**config.mk**
```make
export PLATFORM = sky130hd
export DESIGN_NAME = tri_screen_collector
export DESIGN_NICKNAME = d
export VERILOG_FILES = /design/src/rtl/tri_pkg.sv /design/src/rtl/screen_clamp.sv /design/src/rtl/tri_screen_collector.sv
export SDC_FILE = /design/constraint.sdc
export NUM_CORES = 1
export LEC_CHECK = 0
export ABC_CLOCK_PERIOD_IN_PS = 2100
export CAP_MARGIN = 20
export CORE_MARGIN = 2
export CORE_UTILIZATION = 47
export DETAILED_ROUTE_END_ITERATION = 16
export PLACE_DENSITY = 0.8
export SYNTH_ARGS = -nofsm -noshare
export SYNTH_HDL_FRONTEND = slang
export SYNTH_SLANG_ARGS = --single-unit
```
**constraint.sdc**
```tcl
create_clock -name clk_in -period 2.1 [get_ports clk_in]
set_input_delay 0.21 -clock clk_in [delete_from_list [all_inputs] [get_ports clk_in]]
set_output_delay 0.21 -clock clk_in [all_outputs]
set_load 0.02 [all_outputs]
```
**src/rtl/tri_pkg.sv**
```systemverilog
// Shared widths, saturation limits and types for the screen-space triangle collector.
package tri_pkg;

    localparam int X_W        = 11;
    localparam int Y_W        = 10;
    localparam int VERTEX2D_W = X_W + Y_W;
    localparam int TRI2D_W    = 3 * VERTEX2D_W;

    // Saturation limits, kept at 32 bits so they compare directly against raw screen coordinates
    localparam logic [31:0] X_MAX = 32'd1024;
    localparam logic [31:0] Y_MAX = 32'd720;

    // x sits in the low bits, so a packed vertex is {y[9:0], x[10:0]}
    typedef struct packed {
        logic [Y_W-1:0] y;
        logic [X_W-1:0] x;
    } vertex2d_t;

    typedef enum logic [1:0] {
        IDLE    = 2'd0,
        COLLECT = 2'd1,
        DONE    = 2'd2
    } collect_state_t;

endpackage

```
**src/rtl/screen_clamp.sv**
```systemverilog
// Saturates a 32-bit unsigned screen coordinate pair into a packed 2D vertex.
module screen_clamp
    import tri_pkg::*;
(
    input  logic [31:0] i_x,
    input  logic [31:0] i_y,
    output vertex2d_t   o_vtx
);

    // Values above the limit, including wrapped negatives, pin to the limit
    always_comb begin
        o_vtx   = '0;
        o_vtx.x = (i_x > X_MAX) ? X_MAX[X_W-1:0] : i_x[X_W-1:0];
        o_vtx.y = (i_y > Y_MAX) ? Y_MAX[Y_W-1:0] : i_y[Y_W-1:0];
    end

endmodule

```
**src/rtl/tri_screen_collector.sv**
```systemverilog
// Groups projected vertices into A/B/C triangles and writes packed records to BRAM.
module tri_screen_collector
    import tri_pkg::*;
#(
    parameter int ADDR_WIDTH = 10,
    parameter int MAX_TRIS   = 1024
) (
    input  logic                  clk_in,
    input  logic                  rst_in,
    input  logic                  frame_start_in,
    input  logic                  vertex_valid_in,
    input  logic [31:0]           screen_x_in,
    input  logic [31:0]           screen_y_in,
    input  logic                  last_in,
    output logic                  bram_we_out,
    output logic [ADDR_WIDTH-1:0] bram_addr_out,
    output logic [TRI2D_W-1:0]    bram_data_out,
    output logic [ADDR_WIDTH:0]   tri_count_out,
    output logic                  frame_done_out,
    output logic                  busy_out,
    output logic                  overflow_out,
    output logic                  malformed_out
);

    localparam logic [ADDR_WIDTH:0] CNT_MAX = (ADDR_WIDTH + 1)'(MAX_TRIS);

    vertex2d_t w_vtx;

    collect_state_t        r_state;
    logic [1:0]            r_slot;
    vertex2d_t             r_va;
    vertex2d_t             r_vb;
    logic                  r_we;
    logic [ADDR_WIDTH-1:0] r_addr;
    logic [TRI2D_W-1:0]    r_data;
    logic [ADDR_WIDTH:0]   r_count;
    logic                  r_done;
    logic                  r_busy;
    logic                  r_ovf;
    logic                  r_mal;

    screen_clamp u_clamp (
        .i_x   (screen_x_in),
        .i_y   (screen_y_in),
        .o_vtx (w_vtx)
    );

    // Frame FSM, vertex slotting and the registered BRAM write port
    always_ff @(posedge clk_in) begin
        if (rst_in) begin
            r_state <= IDLE;
            r_slot  <= 2'd0;
            r_va    <= '0;
            r_vb    <= '0;
            r_we    <= 1'b0;
            r_addr  <= '0;
            r_data  <= '0;
            r_count <= '0;
            r_done  <= 1'b0;
            r_busy  <= 1'b0;
            r_ovf   <= 1'b0;
            r_mal   <= 1'b0;
        end else begin
            r_we   <= 1'b0;
            r_done <= 1'b0;
            if (frame_start_in) begin
                // A start always wins: any vertex this cycle is dropped and the frame restarts
                r_state <= COLLECT;
                r_busy  <= 1'b1;
                r_slot  <= 2'd0;
                r_addr  <= '0;
                r_count <= '0;
                r_ovf   <= 1'b0;
                r_mal   <= 1'b0;
            end else begin
                case (r_state)
                    IDLE: ;
                    COLLECT: begin
                        if (vertex_valid_in) begin
                            case (r_slot)
                                2'd0: r_va <= w_vtx;
                                2'd1: r_vb <= w_vtx;
                                default: begin
                                    // C vertex: emit the triangle unless the frame is full
                                    if (r_count != CNT_MAX) begin
                                        r_we    <= 1'b1;
                                        r_addr  <= r_count[ADDR_WIDTH-1:0];
                                        r_data  <= {w_vtx, r_vb, r_va};
                                        r_count <= r_count + 1'b1;
                                    end else begin
                                        r_ovf <= 1'b1;
                                    end
                                end
                            endcase
                            if (last_in) begin
                                // A partial triangle at end of frame is discarded and flagged
                                r_state <= DONE;
                                r_busy  <= 1'b0;
                                r_done  <= 1'b1;
                                r_slot  <= 2'd0;
                                if (r_slot != 2'd2) r_mal <= 1'b1;
                            end else begin
                                r_slot <= (r_slot == 2'd2) ? 2'd0 : r_slot + 2'd1;
                            end
                        end
                    end
                    DONE:    r_state <= IDLE;
                    default: r_state <= IDLE;
                endcase
            end
        end
    end

    assign bram_we_out    = r_we;
    assign bram_addr_out  = r_addr;
    assign bram_data_out  = r_data;
    assign tri_count_out  = r_count;
    assign frame_done_out = r_done;
    assign busy_out       = r_busy;
    assign overflow_out   = r_ovf;
    assign malformed_out  = r_mal;

endmodule
```
==> impl_metrics.ini, run 1 <==
[clock_tree]
clockBufferDepth = 2
htreeDepth = 4
cts_buffers = 17
cts_setup_buffers = 0
tritoncts = built
cts_resized = 0
cts_sinks = 135
clkLatencyLatePin_ns = 0.42
root_buffer = clkbuf_16
holdBufCountCts = 0
clkTransAtPathRegs_ns = 0.06

[routing]
drt.antenna.violating_nets = 0
drtIter0Drc = 322
wire_per_inst_um = 16.4
drc = 0
vias = 5143
finalWirelength_mm = 15.4
dr_wl_met2_mm = 7.47
met3_length_mm = 1.16
wl_met1_mm = 6.44
top_signal_layer_used = met4
dr.pass1.iters = 5
via_per_inst = 5.45

[power]
p_comb_share_pct = 4.6
power_switching_mw = 1.29
power.leakage_nw = 2.58
power_density_nw_per_um2 = 777
seq_power_share_pct = 42.6
pwr-share-clk_pct = 52.8
p_int_mw = 4.75
swShare_pct = 21.3
peakVddDrop_v = 0.000660

[sta]
finalMaxSlewViolations = 0
hold_slack_ns = 0.246
max_clock_freq_mhz = 510
worst_slack_ns = 0.138
fin_skew_ns = 0.00967
tightest_slew_ns = 0.573
fin_crit_sh_pct = 93.4
hold_viol = 0
relSlewSlack_pct = 61.7
setup_viol = 0
period_needed_ns = 1.96
rsz0062_at_grt = no

[setup_path]
end_kind = flop
start_kind = flop
critPathMaxFanout = 12
arrival_ns = 2.26
slowest_stage = or4_4
cpPeakStageDelay_ns = 0.55
required_ns = 2.40
path_class = flop to flop
cp_cell_sequence = or4_4 > o311a_2 > buf_12 > o21a_1 > o31a_1

[grt]
gr-total-overflow = 0
track_usage_pct = 26.6
grt_antenna_before_repair = 0
grt_pass1_vias = 5024
grt_pass1_wl_mm = 24.7
grt_start_max_net_pins = 45

[finish]
fillers = 811
layout.nets = 861
area_growth_pct = 46.8
layout-drive-gt1-share_pct = 9.22
n_antenna_cell = 0
finish.utilization_pct = 71.2

[floorplan]
design.die.area_sq_um = 12100
fp-row-count = 38
io_pins = 158
die_h_um = 110
fp.dieW_um = 110
core_sq_um = 10900
start_util_pct = 48.5

[logic_synthesis]
ys.warnings.count = 0
yosys.cell_types.count = 46
synth_edf_count = 0
syn_area_sq_um = 5300
synth_commonest_cells = 146 x nand2_1, 135 x dfxtp_1, 57 x a21oi_1, 38 x inv_1
syn-num-nets = 697
synthFlopType = dfxtp_1
syn_avg_cell_area_sq_um = 8.47
synth_top_area_share_pct = 51.0
yosysMostFrequentCell = nand2_1
ys_seq_elements = 135
synth_top_cell_by_area = dfxtp_1
synth_area_leaders = dfxtp_1 51%, nand2_1 10%, a21oi_1 5.4%, o32ai_1 5.3%, inv_1 2.7%
yosysSeqAreaShare_pct = 51.0
async_reset_ff_share_pct = 0
synthCells = 626

[place]
post-place-ws_ns = -0.0246
hpwl_mm = 10.9
gp_congestion = 0.942
port_buffers = 157

[run_status]
status = finished clean

[flow_run]
max_cap_violations = 0

[min_path]
hold_path_class = input pin to flop
[power by group through the flow]
stage                     registers, mW  clock network, mW  logic (mW)
final                              2.58               3.19       0.277
after global routing               2.57               3.34       0.295
after CTS                          2.57               3.22       0.273
after detailed placement           2.63                  0       0.271
after global placement             2.63                  0       0.267
after floorplan                    2.63                  0      0.0878
[per-stage QoR]
stage	std cells	total power [mW]	cell area (sq um)	setup TNS (ns)
5_1_grt	943	6.21	7780	0
3_5_place_dp	911	2.90	7140	-0.0246
4_1_cts	943	6.07	7780	0
6_report	943	6.04	7780	0
3_3_place_gp	911	2.90	7140	0
2_1_floorplan	626	2.72	5300	0
[final cells by class]
| cell class | count | area, sq um | share of cell area, % |
|---|---|---|---|
| clock buffers | 19 | 443 | 5.69 |
| inverters | 38 | 143 | 1.83 |
| well taps | 140 | 175 | 2.25 |
| clock inverters | 13 | 195 | 2.51 |
| flip-flops and latches | 135 | 2700 | 34.7 |
| repair buffers | 189 | 1880 | 24.2 |
| multi-input cells | 409 | 2240 | 28.8 |
[layout by cell type, fill, tap and decap left out, drive strengths merged, types with 13 or more instances in the layout]
| cell | count |
|---|---|
| nand3 | 24 |
| nor2 | 32 |
| clkbuf | 19 |
| nor4 | 13 |
| o32ai | 32 |
| clkdlybuf4s50 | 156 |
| o21ai | 22 |
| nor2b | 16 |
| nand2 | 146 |
| buf | 33 |
| a21oi | 57 |
| inv | 41 |
| dfxtp | 135 |
[cells by family after synthesis]
logic type	Yosys count	share of synthesized area [%]
flops	135	51.0
fa+ha+maj	2	0.472
simple gates	261	22.4
compound gates	134	16.9
mux	5	0.944
xor+xnor	7	1.16
buf+inv	82	7.15
[worst max-delay path, delay by kind of cell (launching register included)]
family | cells | cell delay [ns]
compound gates | 3 | 0.74
buf+inv | 1 | 0.19
flops | 1 | 0.36
simple gates | 1 | 0.55
[registers in the layout, summed over array words and instances, names as in the netlist]
name / cells
bram_data_out: 63
r_va: 21
r_vb: 21
tri_count_out: 11
bram_addr_out: 10
r_slot: 2
r_state: 2
bram_we_out: 1
busy_out: 1
frame_done_out: 1
malformed_out: 1
overflow_out: 1
[final timing paths]
kind	start	to	slack (ns)	cells past startpoint
max	tri_count_out[4]$_SDFFE_PP0P_	bram_data_out[57]$_SDFFE_PP0P_	0.14	5
min	rst_in	bram_data_out[11]$_SDFFE_PP0P_	0.25	2
max reg2reg	tri_count_out[4]$_SDFFE_PP0P_	bram_data_out[57]$_SDFFE_PP0P_	0.14	5
min reg2reg	bram_data_out[6]$_SDFFE_PP0P_	bram_data_out[6]$_SDFFE_PP0P_	0.45	2
[routing by layer]
layer	global-route usage, %	up-vias
met1	32.3	2435
met3	9.47	33
li1	-	2486
met4	9.91	0
met2	43.6	189
met5	0	-
Power figures use the tool's default switching activity.
==> run 2: changes to the inputs <==
ABC_AREA = 1   (was not set)
PLACE_DENSITY = 0.79   (was 0.8)
==> impl_metrics.ini, run 2 <==
[power]
power.leakage_nw = 2.95
peakVddDrop_v = 0.000538
power_density_nw_per_um2 = 714
total_power_mw = 5.50

[grt]
grt_pass1_wl_mm = 24.0
track_usage_pct = 23.5
gr-total-overflow = 0
grt_start_max_net_pins = 64
grt_antenna_before_repair = 0
grt_pass1_vias = 5097

[floorplan]
fp.dieW_um = 111
die_h_um = 111
design.die.area_sq_um = 12400
fp-row-count = 39
start_util_pct = 47.9
core_sq_um = 11300
io_pins = 158

[setup_path]
slowest_stage = dfxtp_1
r2r_slack_ns = 0.27
r2r-end = bram_data_out[13]$_SDFFE_PP0P_
path_class = flop to flop
r2r_start = tri_count_out[1]$_SDFFE_PP0P_
critPathMaxFanout = 25
start_kind = flop
r2r_cells = 10
cp_cell_sequence = inv_1 > ha_1 > nand2_1 > nor3_1 > nand2_1 > nand3_4 > inv_2 > buf_12 > nand2_1 > a21oi_1
cpPeakStageDelay_ns = 0.42
crit_path_start = tri_count_out[1]$_SDFFE_PP0P_
cp_common_cell = nand2_1
end_kind = flop
crit_buf_inv = 3
arrival_ns = 2.17
crit_cells = 10
critical-path-top-delay-family = buffers and inverters
crit_path_end = bram_data_out[13]$_SDFFE_PP0P_
required_ns = 2.44

[finish]
finish.utilization_pct = 68.0
layout-drive-gt1-share_pct = 6.08
final_common_cell = nand2_1
largest_register_ffs = 63
post-route-cell-area_sq_um = 7700
stdcell_count = 1048
n_antenna_cell = 0
area_growth_pct = 41.9
fillers = 985
layout.nets = 963
final_cell_mix = 197 x nand2_1, 156 x clkdlybuf4s50_1, 135 x dfxtp_1

[logic_synthesis]
syn_avg_cell_area_sq_um = 7.33
synth_top_cell_by_area = dfxtp_1
synthCells = 740
yosysSeqAreaShare_pct = 49.8
async_reset_ff_share_pct = 0
ys.warnings.count = 0
syn-num-nets = 811
synth_edf_count = 0
synthMuxAreaShare_pct = 0
synth_fa_ha_area_share_pct = 0.461
ys_seq_elements = 135
synthXorXnorAreaFrac_pct = 0.807
yosys.cell_types.count = 28
syn_area_sq_um = 5430
synthFlopType = dfxtp_1
yosysMostFrequentCell = nand2_1
yosys.area_share.simple_pct = 25.1
synth_commonest_cells = 197 x nand2_1, 135 x dfxtp_1, 107 x a21oi_1, 71 x nor2_1, 60 x inv_1
synth_area_leaders = dfxtp_1 50%, nand2_1 14%, a21oi_1 9.9%, nor2_1 4.9%, o21ai_0 4.2%
synth_compound_area_share_pct = 15.8
synth_top_area_share_pct = 49.8
synth_top_family_by_area = simple AND/OR/NAND/NOR gates

[place]
hpwl_mm = 10.4
placed_area_sq_um = 7180
dp_cells = 1016
port_buffers = 157
post-place-ws_ns = 0.257
gp_congestion = 0.889

[routing]
via_per_inst = 5.12
drtIter0Drc = 368
dr.pass1.iters = 5
finalWirelength_mm = 14.7
drt.antenna.violating_nets = 0
vias = 5363
drc = 0
wire_per_inst_um = 14.1

[run_status]
status = finished clean

[sta]
finalMaxSlewViolations = 0
max_clock_freq_mhz = 546
relSlewSlack_pct = 61.0
period_needed_ns = 1.83
worst_slack_ns = 0.267
final.setup.tns_ns = 0
rsz0062_at_grt = no
tightest_slew_ns = 0.585
fin_crit_sh_pct = 87.3
fin_skew_ns = 0.00532
hold_slack_ns = 0.0470
setup_viol = 0
hold_viol = 0

[clock_tree]
clockBufferDepth = 2
holdBufCountCts = 0
cts_resized = 0
clkLatencyLatePin_ns = 0.41
tritoncts = built
clkTransAtPathRegs_ns = 0.06
cts_sinks = 135
cts_buffers = 17
cts_setup_buffers = 0
root_buffer = clkbuf_16
htreeDepth = 4

[flow_run]
max_cap_violations = 0

[min_path]
hold_path_class = input pin to flop
min_path_cells = 2
[run 2: worst min-delay path by stage]
stage | endpoint | from
floorplan | r_state[0]$_SDFFE_PP0P_ | last_in
global placement | bram_data_out[30]$_SDFFE_PP0P_ | r_vb[9]$_SDFFE_PP0P_
detailed placement | bram_data_out[27]$_SDFFE_PP0P_ | r_vb[6]$_SDFFE_PP0P_
CTS | bram_data_out[17]$_SDFFE_PP0P_ | rst_in
global route | r_state[0]$_SDFFE_PP0P_ | rst_in
finish | r_state[0]$_SDFFE_PP0P_ | rst_in
[run 2: power by group]
group | switching, mW | internal, mW | leakage (nW)
Combinational | 0.139 | 0.159 | 1.61
Sequential | 0.0125 | 2.59 | 1.09
Clock | 1.05 | 1.55 | 0.252
[run 2: cells by family after synthesis]
logic type	Yosys count
AO/OA/AOI/OAI	165
XOR/XNOR	5
adder cells (fa/ha/maj)	2
buffers and inverters	106
AND/OR/NAND/NOR	327
flip-flops	135
[run 2: final cells by class]
| cell class | count | area, sq um | share of cell area, % |
|---|---|---|---|
| inverters | 64 | 240 | 3.12 |
| multi-input cells | 499 | 2300 | 29.8 |
| clock buffers | 23 | 468 | 6.07 |
| repair buffers | 175 | 1760 | 22.9 |
| clock inverters | 9 | 52.6 | 0.682 |
| well taps | 143 | 179 | 2.32 |
| flip-flops and latches | 135 | 2700 | 35.1 |
[run 2: worst register-to-register path: stages, from the launching register on]
cell	delay [ns]
dfxtp_1	0.42
inv_1	0.11
ha_1	0.19
nand2_1	0.06
nor3_1	0.04
nand2_1	0.18
nand3_4	0.12
inv_2	0.21
buf_12	0.21
nand2_1	0.08
a21oi_1	0.13
[run 2: layer usage]
metal / share of wire, % / track usage [%]
met3: 6.6 / 5.93
met5: 0 / 0
met2: 49 / 40.0
met4: 1.1 / 6.50
met1: 43 / 30.0
==> run 3: changes to the inputs <==
CAP_MARGIN = not set   (was 20)
==> results of run 3 <==
No change in the layout: final DEF, timing and power equal those of run 2.
==> patch: new RTL, config.mk and constraints of run 2 <==
Change the package constant `X_W` from 11 to 10.
--- a/src/rtl/tri_pkg.sv
+++ b/src/rtl/tri_pkg.sv
@@ -3,3 +3,3 @@
 
-    localparam int X_W        = 11;
+    localparam int X_W        = 10;
     localparam int Y_W        = 10;
Ports: changed (resized bram_data_out); port bits go from 158 to 155. The function was not compared with the original's and may differ.
==> patch against run 2 <==
Worst setup slack worse by 0.047 ns; wire length shrank 1.4%; area after synthesis is 2.8% lower; clock power up 27%; design area is 0.78% lower; synthesized cell count down 4.7%; total power grew 11%; core utilization up 2.2 points; sequential cell count down 5; largest power group is now the clock network; highest routed layer unchanged.
==> patch: results <==
group,metric,value,unit
run_status,status,"finished, final reports clean",
synth,postSynthAreaPerCell,7.48,um^2
detailed_routing,drt_iter0_markers,381,
clock_tree,ctsResizeCount,0,
synth,ys_seq_area_share,49.3,%
power,combPwrFrac,4.8,%
timing,worst_slew_pin_slew,0.450,ns
placement,dp_hpwl,9900,um
clock_tree,clock_path_buffers,2,
timing,fin_skew,0.00770,ns
clock_tree,htree_levels,4,
placement,placed_area,6970,um^2
global_route,grt_pass1_vias,4911,
global_route,grt_pass1_wl,23200,um
final_layout,final_cell_count_no_fill,1012,
placement,numPortBuffers,154,
detailed_routing,drt_pass1_iterations,4,
worst_setup_path,r2r_slack,0.22,ns
synth,synth_fp_nets,776,
final_layout,largest_reg_flops,60,
synth,synth_ff_type,"dfxtp_1",
worst_setup_path,cp.arrival,2.33,ns
power,p_leak,2.86,nW
power,peakVddDrop,0.540,mV
placement,place_ws,0.173,ns
clock_tree,clk_pin_slew,0.06,ns
global_route,grt_usage,24.7,%
worst_setup_path,path_delay_family,"simple AND/OR/NAND/NOR gates",
worst_setup_path,slowest_delay,0.41,ns
global_route,grt_start_max_net_pins,57,
synth,synth_cell_types,27,
synth,async_flop_share,0,%
synth,synthTopCellsByCount,"nand2_1 (170), dfxtp_1 (130), a21oi_1 (101)",
synth,yosysWarningCount,0,
synth,synth.area.top_cells,"dfxtp_1 (49%), nand2_1 (12%), a21oi_1 (9.6%)",
clock_tree,cts_setup_buffers,0,
power,power_leader,"the clock network",
worst_setup_path,crit_slowest_cell,"dfxtp_1",
clock_tree,clock_tree.root_cell,"clkbuf_8",
detailed_routing,totalWireLength,14500,um
worst_setup_path,cp_max_fo,56,
final_layout,nNetsFinal,930,
power,p_total,6.11,mW
placement,place.gp.congestion,0.832,
global_route,grt_antenna_before_repair,0,
power,power.internal,4.88,mW
final_layout,layout-drive-gt1-share,8.49,%
placement,dp_cells,980,
detailed_routing,vias_per_cell,5.12,
global_route,met2_usage,42.2,%
power,p_seq,2.50,mW
global_route,met1_usage,29.3,%
global_route,use_met3,7.71,%
worst_hold_path,hold_class,"input port to flip-flop",
clock_tree,clkLatencyLatePin,0.52,ns
clock_tree,cts_buffers,17,
[patch: cell families (layout without fill, tap and decap cells)]
kind of cell / count (synthesis) / after routing / synth area share [%]
fa+ha+maj: 2 / 2 / 0.474
buf+inv: 93 / 260 / 7.87
flops: 130 / 130 / 49.3
simple gates: 308 / 308 / 24.3
compound gates: 165 / 165 / 16.9
xor+xnor: 7 / 7 / 1.16
[patch: path summary, 6_finish.rpt]
kind	startpoint	endpoint	cells past startpoint
worst max-delay path	tri_count_out[1]$_SDFFE_PP0P_	bram_data_out[19]$_SDFFE_PP0P_	10
worst min-delay path	rst_in	bram_data_out[20]$_SDFFE_PP0P_	2
worst max register to register	tri_count_out[1]$_SDFFE_PP0P_	bram_data_out[19]$_SDFFE_PP0P_	10
worst min register to register	r_vb[12]$_SDFFE_PP0P_	bram_data_out[32]$_SDFFE_PP0P_	2
[patch: layer usage]
layer  wire length (um)  share of wire (%)  vias up
li1                   -                  -     2594
met1               5930                 41     2408
met2               7470                 51      156
met3                911                6.3       22
met4                216                1.5        0
met5                  0                  0        -
[patch: layout make-up]
| type | instances | area [um^2] |
|---|---|---|
| clock buffers | 19 | 442 |
| multi-input cells | 482 | 2270 |
| inverters | 55 | 206 |
| repair buffers | 173 | 1720 |
| fillers | 859 | 3240 |
| well taps | 140 | 175 |
| clock inverters | 13 | 231 |
| flip-flops and latches | 130 | 2600 |
[patch: stage by stage]
stage / util [%] / hold WS, ns
4_1_cts: 70.2 / 0.0740
3_3_place_gp: 64.0 / 0.442
6_report: 70.2 / 0.0943
2_1_floorplan: - / 0.370
5_1_grt: 70.2 / 0.0857
3_5_place_dp: 64.0 / 0.450
